### src/rtl/ipsmacge_txframing.sv
// Transmit framer: preamble, SFD, payload, optional pad, FCS and IPG onto the
// PHY-side byte stream, advancing only on byte-enable ticks.
module ipsmacge_txframing #(
    parameter int unsigned          DAT_DW  = 8,
    parameter int unsigned          CNT_W   = 11,
    parameter logic [DAT_DW-1:0]    DAT_PRM = 8'h55,
    parameter logic [DAT_DW-1:0]    DAT_SFD = 8'hD5,
    parameter int unsigned          MIN_PAY = 60
) (
    input  logic              txclk,
    input  logic              rst_,
    input  logic              itick,
    input  logic [DAT_DW-1:0] idat,
    input  logic              isop,
    input  logic              ieop,
    input  logic              ival,
    output logic              ordy,
    output logic [DAT_DW-1:0] ogdat,
    output logic              ogdv,
    output logic              oger,
    output logic              osent,
    output logic              ounder,
    input  logic              up_txen,
    input  logic [3:0]        up_txnumprm,
    input  logic              up_txpad,
    input  logic [3:0]        up_txipg
);

    localparam logic [CNT_W:0] MIN_PAY_W = (CNT_W+1)'(MIN_PAY);

    typedef enum logic [2:0] {
        S_IDLE, S_PRM, S_SFD, S_PAY, S_PAD, S_FCS, S_IPG, S_DRAIN
    } state_t;

    state_t             r_state, w_nstate;
    logic [3:0]         r_prm_cnt, w_prm_cnt;
    logic [CNT_W-1:0]   r_cnt, w_cnt;
    logic [1:0]         r_fcs_cnt, w_fcs_cnt;
    logic [3:0]         r_ipg_cnt, w_ipg_cnt;
    logic [31:0]        r_crc, w_crc;
    logic [DAT_DW-1:0]  r_ogdat, w_dat;
    logic               r_ogdv, w_dv;
    logic               r_oger, w_er;
    logic               r_osent, w_sent;
    logic               r_ounder, w_under;
    logic               w_pull;
    logic [CNT_W-1:0]   w_cnt_sat;
    logic [CNT_W:0]     w_cnt_inc;
    logic [4:0]         w_ipg_len;

    // Reflected Ethernet CRC-32, one byte per call
    function automatic logic [31:0] crc32_8b(input logic [31:0] ci, input logic [7:0] di);
        logic [31:0] c;
        c = ci ^ {24'h0, di};
        for (int b = 0; b < 8; b++) begin
            c = c[0] ? ((c >> 1) ^ 32'hEDB88320) : (c >> 1);
        end
        return c;
    endfunction

    assign w_cnt_sat = (&r_cnt) ? r_cnt : r_cnt + CNT_W'(1);
    assign w_cnt_inc = {1'b0, r_cnt} + (CNT_W+1)'(1);
    assign w_ipg_len = (up_txipg == 4'd0) ? 5'd1 : {1'b0, up_txipg};

    always_ff @(posedge txclk) begin
        if (!rst_) begin
            r_state   <= S_IDLE;
            r_prm_cnt <= '0;
            r_cnt     <= '0;
            r_fcs_cnt <= '0;
            r_ipg_cnt <= '0;
            r_crc     <= '1;
            r_ogdat   <= '0;
            r_ogdv    <= 1'b0;
            r_oger    <= 1'b0;
            r_osent   <= 1'b0;
            r_ounder  <= 1'b0;
        end else if (itick) begin
            r_state   <= w_nstate;
            r_prm_cnt <= w_prm_cnt;
            r_cnt     <= w_cnt;
            r_fcs_cnt <= w_fcs_cnt;
            r_ipg_cnt <= w_ipg_cnt;
            r_crc     <= w_crc;
            r_ogdat   <= w_dat;
            r_ogdv    <= w_dv;
            r_oger    <= w_er;
            r_osent   <= w_sent;
            r_ounder  <= w_under;
        end
    end

    // Next state, datapath updates and per-tick output values
    always_comb begin
        w_nstate  = r_state;
        w_prm_cnt = r_prm_cnt;
        w_cnt     = r_cnt;
        w_fcs_cnt = r_fcs_cnt;
        w_ipg_cnt = r_ipg_cnt;
        w_crc     = r_crc;
        w_dat     = '0;
        w_dv      = 1'b0;
        w_er      = 1'b0;
        w_sent    = 1'b0;
        w_under   = 1'b0;
        w_pull    = 1'b0;
        case (r_state)
            S_IDLE: begin
                w_prm_cnt = '0;
                if (ival && !isop) begin
                    w_pull = 1'b1;
                end else if (up_txen && ival && isop) begin
                    w_nstate = S_PRM;
                end
            end
            S_PRM: begin
                w_dv  = 1'b1;
                w_dat = DAT_PRM;
                if (r_prm_cnt == up_txnumprm) begin
                    w_nstate = S_SFD;
                end else begin
                    w_prm_cnt = r_prm_cnt + 4'd1;
                end
            end
            S_SFD: begin
                w_dv     = 1'b1;
                w_dat    = DAT_SFD;
                w_crc    = '1;
                w_cnt    = '0;
                w_nstate = S_PAY;
            end
            S_PAY: begin
                w_pull = 1'b1;
                w_dv   = 1'b1;
                if (ival) begin
                    w_dat = idat;
                    w_crc = crc32_8b(r_crc, 8'(idat));
                    w_cnt = w_cnt_sat;
                    if (ieop) begin
                        w_fcs_cnt = '0;
                        w_nstate  = (up_txpad && (w_cnt_inc < MIN_PAY_W)) ? S_PAD : S_FCS;
                    end
                end else begin
                    w_er     = 1'b1;
                    w_under  = 1'b1;
                    w_nstate = S_DRAIN;
                end
            end
            S_PAD: begin
                w_dv  = 1'b1;
                w_crc = crc32_8b(r_crc, 8'h00);
                w_cnt = w_cnt_sat;
                if (w_cnt_inc >= MIN_PAY_W) begin
                    w_fcs_cnt = '0;
                    w_nstate  = S_FCS;
                end
            end
            S_FCS: begin
                w_dv  = 1'b1;
                w_dat = DAT_DW'(~r_crc[7:0]);
                w_crc = {8'h00, r_crc[31:8]};
                if (r_fcs_cnt == 2'd3) begin
                    w_sent    = 1'b1;
                    w_ipg_cnt = '0;
                    w_nstate  = S_IPG;
                end else begin
                    w_fcs_cnt = r_fcs_cnt + 2'd1;
                end
            end
            S_IPG: begin
                if (({1'b0, r_ipg_cnt} + 5'd1) >= w_ipg_len) begin
                    w_nstate = S_IDLE;
                end else begin
                    w_ipg_cnt = r_ipg_cnt + 4'd1;
                end
            end
            S_DRAIN: begin
                w_pull = 1'b1;
                if (ival && ieop) begin
                    w_ipg_cnt = '0;
                    w_nstate  = S_IPG;
                end
            end
            default: w_nstate = S_IDLE;
        endcase
    end

    assign ordy   = rst_ & itick & w_pull;
    assign ogdat  = r_ogdat;
    assign ogdv   = r_ogdv;
    assign oger   = r_oger;
    assign osent  = r_osent;
    assign ounder = r_ounder;

endmodule

### config.mk
export PLATFORM = sky130hd
export DESIGN_NAME = ipsmacge_txframing
export DESIGN_NICKNAME = d
export VERILOG_FILES = /design/src/rtl/ipsmacge_txframing.sv
export SDC_FILE = /design/constraint.sdc
export NUM_CORES = 1
export LEC_CHECK = 0
export ABC_AREA = 1
export CORE_ASPECT_RATIO = 0.6
export CORE_MARGIN = 2
export CORE_UTILIZATION = 66
export DETAILED_ROUTE_END_ITERATION = 16
export PLACE_DENSITY = 0.86
export SKIP_LAST_GASP = 1
export SLEW_MARGIN = 20
export SYNTH_ARGS = -nofsm -noshare
export SYNTH_HDL_FRONTEND = slang
export SYNTH_SLANG_ARGS = --single-unit
### constraint.sdc
create_clock -name txclk -period 4.6 [get_ports txclk]
set_input_delay 0.69 -clock txclk [delete_from_list [all_inputs] [get_ports txclk]]
set_output_delay 0.69 -clock txclk [all_outputs]
set_load 0.01 [all_outputs]
# [Word level (Yosys, flattened, before mapping)]
# Index checks and enable logic that the tools add are counted.
[totals] inputBits=24 wordCells=136 out_inout_bits=13 register_bits=67
[classes] eq_ne=22 n_lt_le_gt_ge=3 n_mux=53 n_bitwise=20 addsub=6 n_reduce_logical=22
[op_table] op="$mux W32" count=17
[op_table] op="$not A13 Y14" count=16
[op_table] op="$pmux W32 S4" count=1
[op_table] op="$pmux W11 S3" count=1
[op_table] op="$pmux W8 S4" count=1
[op_table] op="$xor A32 B8 Y32" count=1
[op_table] op="$mux W3" count=9
[op_table] op="$ne A2 B2 Y1 const B" count=12
[op_table] op="$pmux W3 S8" count=1
[op_table] op="$mux W11" count=2
[op_table] op="$mux W4" count=5
[op_table] op="$add A11 B1 Y12 const B" count=1
[op_table] op="$eq A3 B3 Y1 const B" count=4
[op_table] op="$ge A12 B6 Y1 const B" count=1
[op_table] op="$lt A12 B6 Y1 const B" count=1
[op_table] op="$pmux W4 S3" count=1
[op_table] op="$add A11 B1 Y11 const B" count=1
[op_table] op="$reduce_and A11 Y1" count=1
[op_table] op="$reduce_and A3 Y1" count=3
[op_table] op="$reduce_and A9 Y1" count=1
[op_table] op="$reduce_bool A3 Y1" count=3
[op_table] op="$add A4 B1 Y4 const B" count=2
[op_table] op="$mux W2" count=4
[op_table] op="$mux W8" count=1
[op_table] op="other kinds (24)" count=36

# [Longest topological paths before layout]
# Gate-level depths: netlist of the first run.
[depth] ltp_word=19 depth_mapped=15 depth_no_buf=15

# [Worst setup path before layout of the first run]
# Ideal clock, no wire load.
[synth_timing] path_kind="in2out" start="input rst_" end="output ordy" arrival_ns=1.563 cell_stages=4 path_slack_ns=2.347 required_time_ns=3.910 cell_sequence="clkbuf_1 > clkinv_1 > clkbuf_1 > nor3_1"
[synth_via] elab_chain_cells=2
[synth_lines] element="from (decl)" line="11" source="input logic rst_,"
[synth_lines] element="$and A1 B1 Y1 (2 in series)" line="188" source="assign ordy = rst_ & itick & w_pull;"
[synth_lines] element="to (decl)" line="17" source="output logic ordy,"
# No other way between the ends.

# [Worst setup path after layout of the first run]
[layout_timing] start="input itick" end="output ordy"
[layout_via] elab_chain_cells=2
[layout_lines] element="from (decl)" line="12" source="input logic itick,"
[layout_lines] element="$and A1 B1 Y1 (2 in series)" line="188"
# No other way between the ends.

==> insert_results.sql, run 1 <==
INSERT INTO impl_metrics (metric_group, metric, value, unit) VALUES
('hold_path', 'min-delay-start', 'r_crc[13]', ''),
('power_and_ir_drop', 'power.net_switching', '934', 'uW'),
('finish', 'multiInputGateArea', '3840', 'um^2'),
('run_status', 'outcome', 'completed', ''),
('finish', 'sequential_cell_area', '1340', 'um^2'),
('die', 'die_y', '76.4', 'um'),
('yosys', 'synth.net_count', '990', ''),
('job', 'max_cap_violations', '0', ''),
('yosys', 'avgSynthCellArea', '6.05', 'um^2'),
('power_and_ir_drop', 'power_per_cell_area', '352', 'nW/um^2'),
('finish', 'num-fill-cells', '703', ''),
('clock_tree', 'clkSinkCount', '67', ''),
('setup_path', 'worst_r2r_endpoint', 'r_crc[23]', ''),
('clock_tree', 'clock_insertion_delay_worst_skew', '0.34', 'ns'),
('global_route', 'groute.layer.met3.usage', '16.2', '%'),
('finish', 'fraction_of_final_layout_cells_sized_beyond_drive_strength_1', '5.63', '%'),
('placed_design', 'place_congestion', '0.991', ''),
('yosys', 'yosysWarningCount', '0', ''),
('setup_path', 'maximum_fanout_along_the_worst_path', '16', ''),
('power_and_ir_drop', 'overall_power', '2.26', 'mW'),
('setup_path', 'cp.required', '3.91', 'ns'),
('sta', 'max_freq', '306', 'MHz'),
('clock_tree', 'clock_tree.buffer_depth', '2', ''),
('global_route', 'grt_pass1_vias', '6007', ''),
('routing', 'routed_wl', '18800', 'um'),
('global_route', 'antenna_found_initial', '0', ''),
('power_and_ir_drop', 'internal-power', '1.33', 'mW'),
('die', 'chipWidth', '125', 'um'),
('sta', 'min_period', '3.27', 'ns'),
('yosys', 'ys_async_sr_fraction', '0', '%'),
('routing', 'postRouteAntennaNets', '0', ''),
('clock_tree', 'path_clk_slew', '0.05', 'ns'),
('setup_path', 'reg2regPathDepth', '14', ''),
('power_and_ir_drop', 'sw_frac_of_total', '41.3', '%'),
('sta', 'setup_violations', '0', ''),
('clock_tree', 'cts-htree-levels', '3', ''),
('sta', 'finalCritPeriodShare', '71.1', '%'),
('placed_design', 'pre_cts_slack', '1.36', 'ns'),
('hold_path', 'holdCritPathClass', 'register to register', ''),
('clock_tree', 'cts_repair_resize_count', '0', ''),
('setup_path', 'timing.critical_path.to_type', 'output pin', ''),
('clock_tree', 'tritoncts', 'built', ''),
('power_and_ir_drop', 'comb_power_share', '37.9', '%'),
('global_route', 'grt_start_max_net_pins', '51', ''),
('die', 'die_area', '9540', 'um^2'),
('sta', 'final-max-slew-violation-count', '0', ''),
('die', 'initial_utilization', '68.0', '%'),
('placed_design', 'dp.final_hpwl', '13400', 'um'),
('global_route', 'grt_busiest_layer', 'met2', ''),
('clock_tree', 'hold_buffer_count_at_cts', '0', ''),
('power_and_ir_drop', 'power.sequential.fraction', '31.0', '%'),
('hold_path', 'hold-path-endpoint', 'r_crc[13]', ''),
('routing', 'first_iter_violations', '879', ''),
('yosys', 'synth.distinct_cells', '46', ''),
('global_route', 'grt_use_met1', '53.8', '%'),
('sta', 'finalHoldWorstSlack', '0.474', 'ns'),
('sta', 'unrepaired_setup_endpoints_after_global_routing', 'no', ''),
('clock_tree', 'cts_root_buf', 'sky130_fd_sc_hd__clkbuf_16', ''),
('die', 'core-area', '8490', 'um^2'),
('die', 'pin_count', '37', ''),
('power_and_ir_drop', 'worst_ir_drop_vdd', '0.000233', 'V'),
('sta', 'timing_worst_slew_pin_value', '0.984', 'ns'),
('global_route', 'grt_overflow', '0', ''),
('setup_path', 'r2r_start', 'r_crc[0]', ''),
('setup_path', 'start_kind', 'primary input', ''),
('yosys', 'seq_area_frac_synth', '23.2', '%'),
('hold_path', 'worst_hold_path.num_cells', '2', ''),
('sta', 'finalSetupTns', '0', 'ns'),
('global_route', 'grt.total_usage', '39.3', '%'),
('yosys', 'ys_ff_latch', '67', ''),
('routing', 'routedWlPerCell', '17.3', 'um');
critical path: stages:
cell and delay (ns):
sky130_fd_sc_hd__clkdlybuf4s50_1 0.77, sky130_fd_sc_hd__inv_1 0.30, sky130_fd_sc_hd__nor3_1 0.24, sky130_fd_sc_hd__clkdlybuf4s50_1 0.56
cell families (layout without fill, tap and decap cells):
family | Yosys count | in the layout | share of synthesized area (%)
compound gates | 158 | 158 | 15.1
xor+xnor | 76 | 76 | 12.4
fa+ha+maj | 11 | 11 | 2.38
buf+inv | 138 | 160 | 10.2
flops | 67 | 67 | 23.2
simple gates | 505 | 505 | 36.6
registers in the layout, summed over array words and instances (netlist names), named ones only:
register   count
ogdv           1
osent          1
ounder         1
r_state        2
r_fcs_cnt      2
r_crc         32
r_cnt         11
ogdat          8
r_ipg_cnt      4
r_prm_cnt      4
worst max path at each step:
| stage | start | endpoint | depth (start not counted) |
|---|---|---|---|
| finish | itick | ordy | 4 |
| CTS | itick | ordy | 4 |
| global route | itick | ordy | 4 |
| detailed placement | itick | ordy | 4 |
| global placement | itick | ordy | 4 |
| floorplan | rst_ | ordy | 4 |
power by group through the flow:
stage	clock (mW)	sequential (mW)	combinational [mW]
detailed placement	0	0.707	0.816
finish	0.704	0.700	0.855
floorplan	0	0.671	0.635
global route	0.734	0.704	0.939
global placement	0	0.704	0.788
CTS	0.708	0.695	0.825
cell type report:
type | instances | area share (%)
clock inverter | 7 | 1.19
timing repair buffer | 43 | 6.43
tap | 112 | 2.18
multi-input combinational | 750 | 59.9
sequential | 67 | 20.9
inverter | 101 | 5.91
clock buffer | 9 | 3.51
synthesized netlist by cell type, types with 11 or more instances:
library cell	count	area, um^2
sky130_fd_sc_hd__nor2_1	50	188
sky130_fd_sc_hd__o21ai_0	43	215
sky130_fd_sc_hd__inv_1	92	345
sky130_fd_sc_hd__ha_1	11	138
sky130_fd_sc_hd__clkbuf_1	14	52.6
sky130_fd_sc_hd__dfxtp_1	67	1340
sky130_fd_sc_hd__nand4_1	11	68.8
sky130_fd_sc_hd__nand3_1	66	330
sky130_fd_sc_hd__xor2_1	54	473
sky130_fd_sc_hd__nand2_1	341	1280
sky130_fd_sc_hd__xnor2_1	18	158
sky130_fd_sc_hd__a21oi_1	79	395
stage by stage:
stage	util (%)	cells	cell area, um^2
floorplan	-	955	5770
global route	75.6	1089	6420
finish	75.6	1089	6420
CTS	75.6	1089	6420
global placement	72.0	1073	6120
detailed placement	72.0	1073	6120
layer usage:
| layer | vias to the layer above | routed length, um |
|---|---|---|
| met4 | 0 | 444 |
| met2 | 476 | 7690 |
| li1 | 3100 | - |
| met3 | 73 | 3160 |
| met1 | 2922 | 7530 |
| met5 | - | 0 |
placed cells by master (no fill, tap or decap), drive strengths merged:
cell type        n
clkdlybuf4s50   36
nand2          349
nand3b           8
or2              6
nand2b           1
xnor2           20
nor2            56
inv            101
and3             1
o21ai           47
clkbuf           9
a21o             1
a31o             1
o21a             2
o221ai           2
o31ai            2
a211oi           1
dfxtp           67
a31oi            1
nand4           11
a21oi           80
nand3           67
xor2            56
ha              11
o21bai           2
o22ai            8
bufinv           1
clkinv           4
o211ai           4
buf              7
o2111ai          7
nor3             6
clkinvlp         2
Power figures use the tool's default switching activity.
==> run 2, diff against run 1 <==
--- a/config.mk
+++ b/config.mk
@@ -8,9 +8,9 @@
 export ABC_AREA = 1
 export CORE_ASPECT_RATIO = 0.6
 export CORE_MARGIN = 2
-export CORE_UTILIZATION = 66
+export CORE_UTILIZATION = 61
 export DETAILED_ROUTE_END_ITERATION = 16
-export PLACE_DENSITY = 0.86
+export PLACE_DENSITY = 0.8
 export SKIP_LAST_GASP = 1
 export SLEW_MARGIN = 20
 export SYNTH_ARGS = -nofsm -noshare
==> constraint.sdc (replaced) <==
create_clock -name txclk -period 3.4 [get_ports txclk]
set_input_delay 0.51 -clock txclk [delete_from_list [all_inputs] [get_ports txclk]]
set_output_delay 0.51 -clock txclk [all_outputs]
set_load 0.01 [all_outputs]
==> insert_results.sql, run 2 (same netlist as run 1, synthesis figures left out) <==
INSERT INTO impl_metrics (metric_group, metric, value, unit) VALUES
('run_status', 'outcome', 'completed', ''),
('global_route', 'grt_start_max_net_pins', '51', ''),
('setup_path', 'reg2regPathDepth', '9', ''),
('hold_path', 'worst_hold_path.num_cells', '2', ''),
('die', 'die_y', '79.4', 'um'),
('sta', 'finalCritPeriodShare', '79.1', '%'),
('placed_design', 'dp.final_hpwl', '13600', 'um'),
('power_and_ir_drop', 'overall_power', '3.01', 'mW'),
('die', 'core-area', '9190', 'um^2'),
('sta', 'setup_violations', '0', ''),
('clock_tree', 'clkSinkCount', '67', ''),
('finish', 'layout-area-overhead-vs-synth', '12.1', '%'),
('sta', 'finalSetupTns', '0', 'ns'),
('routing', 'routed_via_density', '5.92', ''),
('routing', 'first_pass_detailed_route_iteration_total', '5', ''),
('finish', 'largest_reg_flops', '32', ''),
('global_route', 'grt.total_usage', '37.5', '%'),
('die', 'pin_count', '37', ''),
('finish', 'fraction_of_final_layout_cells_sized_beyond_drive_strength_1', '6.20', '%'),
('sta', 'final-max-slew-violation-count', '0', ''),
('routing', 'postRouteAntennaNets', '0', ''),
('clock_tree', 'postCtsSetupRepairBufs', '0', ''),
('routing', 'routed_wl', '18900', 'um'),
('setup_path', 'cp.required', '2.89', 'ns'),
('clock_tree', 'cts-htree-levels', '3', ''),
('finish', 'layout_commonest_cell', 'sky130_fd_sc_hd__nand2_1', ''),
('power_and_ir_drop', 'power.sequential.fraction', '31.3', '%'),
('global_route', 'antenna_found_initial', '0', ''),
('placed_design', 'place_congestion', '1.04', ''),
('finish', 'layout.nets', '1014', ''),
('die', 'fp-row-count', '27', ''),
('clock_tree', 'hold_buffer_count_at_cts', '0', ''),
('job', 'max_cap_violations', '0', ''),
('setup_path', 'crit_path_cell_trace', 'clkdlybuf4s50_1 -> buf_4 -> inv_1 -> nor3_1 -> clkdlybuf4s50_1', ''),
('setup_path', 'maximum_fanout_along_the_worst_path', '16', ''),
('sta', 'min_period', '2.69', 'ns'),
('power_and_ir_drop', 'power_per_cell_area', '465', 'nW/um^2'),
('sta', 'unrepaired_setup_endpoints_after_global_routing', 'no', ''),
('power_and_ir_drop', 'internal-power', '1.76', 'mW'),
('setup_path', 'cp_slowest_stage_delay', '0.57', 'ns'),
('clock_tree', 'clock_tree.buffer_depth', '2', ''),
('routing', 'drc', '0', ''),
('die', 'die_area', '10300', 'um^2'),
('placed_design', 'portBuffers', '36', ''),
('routing', 'first_iter_violations', '820', ''),
('clock_tree', 'cts_made_buffers', '9', ''),
('hold_path', 'holdCritPathClass', 'register to register', ''),
('power_and_ir_drop', 'p_clk_share', '29.6', '%'),
('power_and_ir_drop', 'comb_power_share', '39.1', '%'),
('sta', 'timing_worst_slew_pin_value', '0.993', 'ns'),
('routing', 'vias', '6592', ''),
('setup_path', 'worstPathArrival', '2.18', 'ns'),
('sta', 'max_freq', '372', 'MHz'),
('die', 'initial_utilization', '62.8', '%'),
('clock_tree', 'cts_root_buf', 'sky130_fd_sc_hd__clkbuf_16', ''),
('setup_path', 'critical_path_class', 'primary input to output pin', ''),
('sta', 'finalHoldViolations', '0', ''),
('finish', 'regMostFlops', 'r_crc', ''),
('power_and_ir_drop', 'power_leakage', '2.92', 'nW'),
('clock_tree', 'cts_repair_resize_count', '0', ''),
('sta', 'finClkSkew', '0.00794', 'ns'),
('setup_path', 'start_kind', 'primary input', ''),
('global_route', 'first_pass_grt_wire_length', '29800', 'um'),
('finish', 'most-common-layout-cells', '341 x sky130_fd_sc_hd__nand2_1, 92 x sky130_fd_sc_hd__inv_1, 79 x sky130_fd_sc_hd__a21oi_1', ''),
('setup_path', 'critical_path.slowest_cell', 'sky130_fd_sc_hd__clkdlybuf4s50_1', ''),
('clock_tree', 'path_clk_slew', '0.05', 'ns'),
('die', 'chipWidth', '130', 'um'),
('power_and_ir_drop', 'power.net_switching', '1.25', 'mW'),
('setup_path', 'timing.critical_path.to_type', 'output pin', ''),
('clock_tree', 'tritoncts', 'built', ''),
('power_and_ir_drop', 'worst_ir_drop_vdd', '0.000302', 'V'),
('finish', 'n_antenna_cell', '0', ''),
('routing', 'routedWlPerCell', '17.0', 'um'),
('global_route', 'grt_overflow', '0', ''),
('setup_path', 'crit_top_cell', 'sky130_fd_sc_hd__clkdlybuf4s50_1', ''),
('clock_tree', 'clock_insertion_delay_worst_skew', '0.33', 'ns'),
('power_and_ir_drop', 'sw_frac_of_total', '41.4', '%'),
('global_route', 'grt_pass1_vias', '5913', ''),
('sta', 'finalHoldWorstSlack', '0.471', 'ns'),
('sta', 'relSlewSlack', '33.8', '%');
==> run 2: critical path: cells and delay by family <==
| family | cells | cell delay [ns] |
|---|---|---|
| buffers and inverters | 4 | 1.41 |
| and+or+nand+nor | 1 | 0.25 |
==> run 2: stage by stage <==
step	std cells	setup WS [ns]	instance area [um^2]	utilization (%)
after floorplan	955	1.51	5770	-
after global placement	1098	0.762	6190	67.4
after detailed placement	1098	0.743	6190	67.4
after CTS	1114	0.726	6470	70.5
after global routing	1114	0.563	6470	70.5
final	1114	0.711	6470	70.5
==> run 2: final timing paths <==
kind / end / slack (ns) / start
setup reg to reg: r_fcs_cnt[0] / 0.76 / register
setup / recovery: ordy / 0.71 / itick
hold / removal: ogdat[3] / 0.47 / ogdat[3]
hold reg to reg: ogdat[3] / 0.47 / ogdat[3]
==> run 2: layer usage <==
layer  vias up  part of all wire, %  wire (um)  GRT usage, %
li1       3109                    -          -             -
met1      3005                   44       8380          56.2
met5         -                    0          0             0
met3        41                   15       2760          11.8
met2       437                   39       7430          52.2
met4         0                  1.7        320          7.53
==> run 2: cell type report <==
type                       count  area [um^2]
multi-input combinational    750         3840
fill                         835         2720
sequential                    67         1340
timing repair buffer          50          465
inverter                     101          379
clock buffer                  12          256
tap                          130          163
clock inverter                 4         25.0
==> run 2: power groups by stage <==
stage / clock network [mW] / registers [mW] / logic, mW
detailed placement: 0 / 0.951 / 1.12
global route: 0.927 / 0.947 / 1.28
floorplan: 0 / 0.908 / 0.859
CTS: 0.900 / 0.934 / 1.13
finish: 0.890 / 0.940 / 1.18
global placement: 0 / 0.947 / 1.10
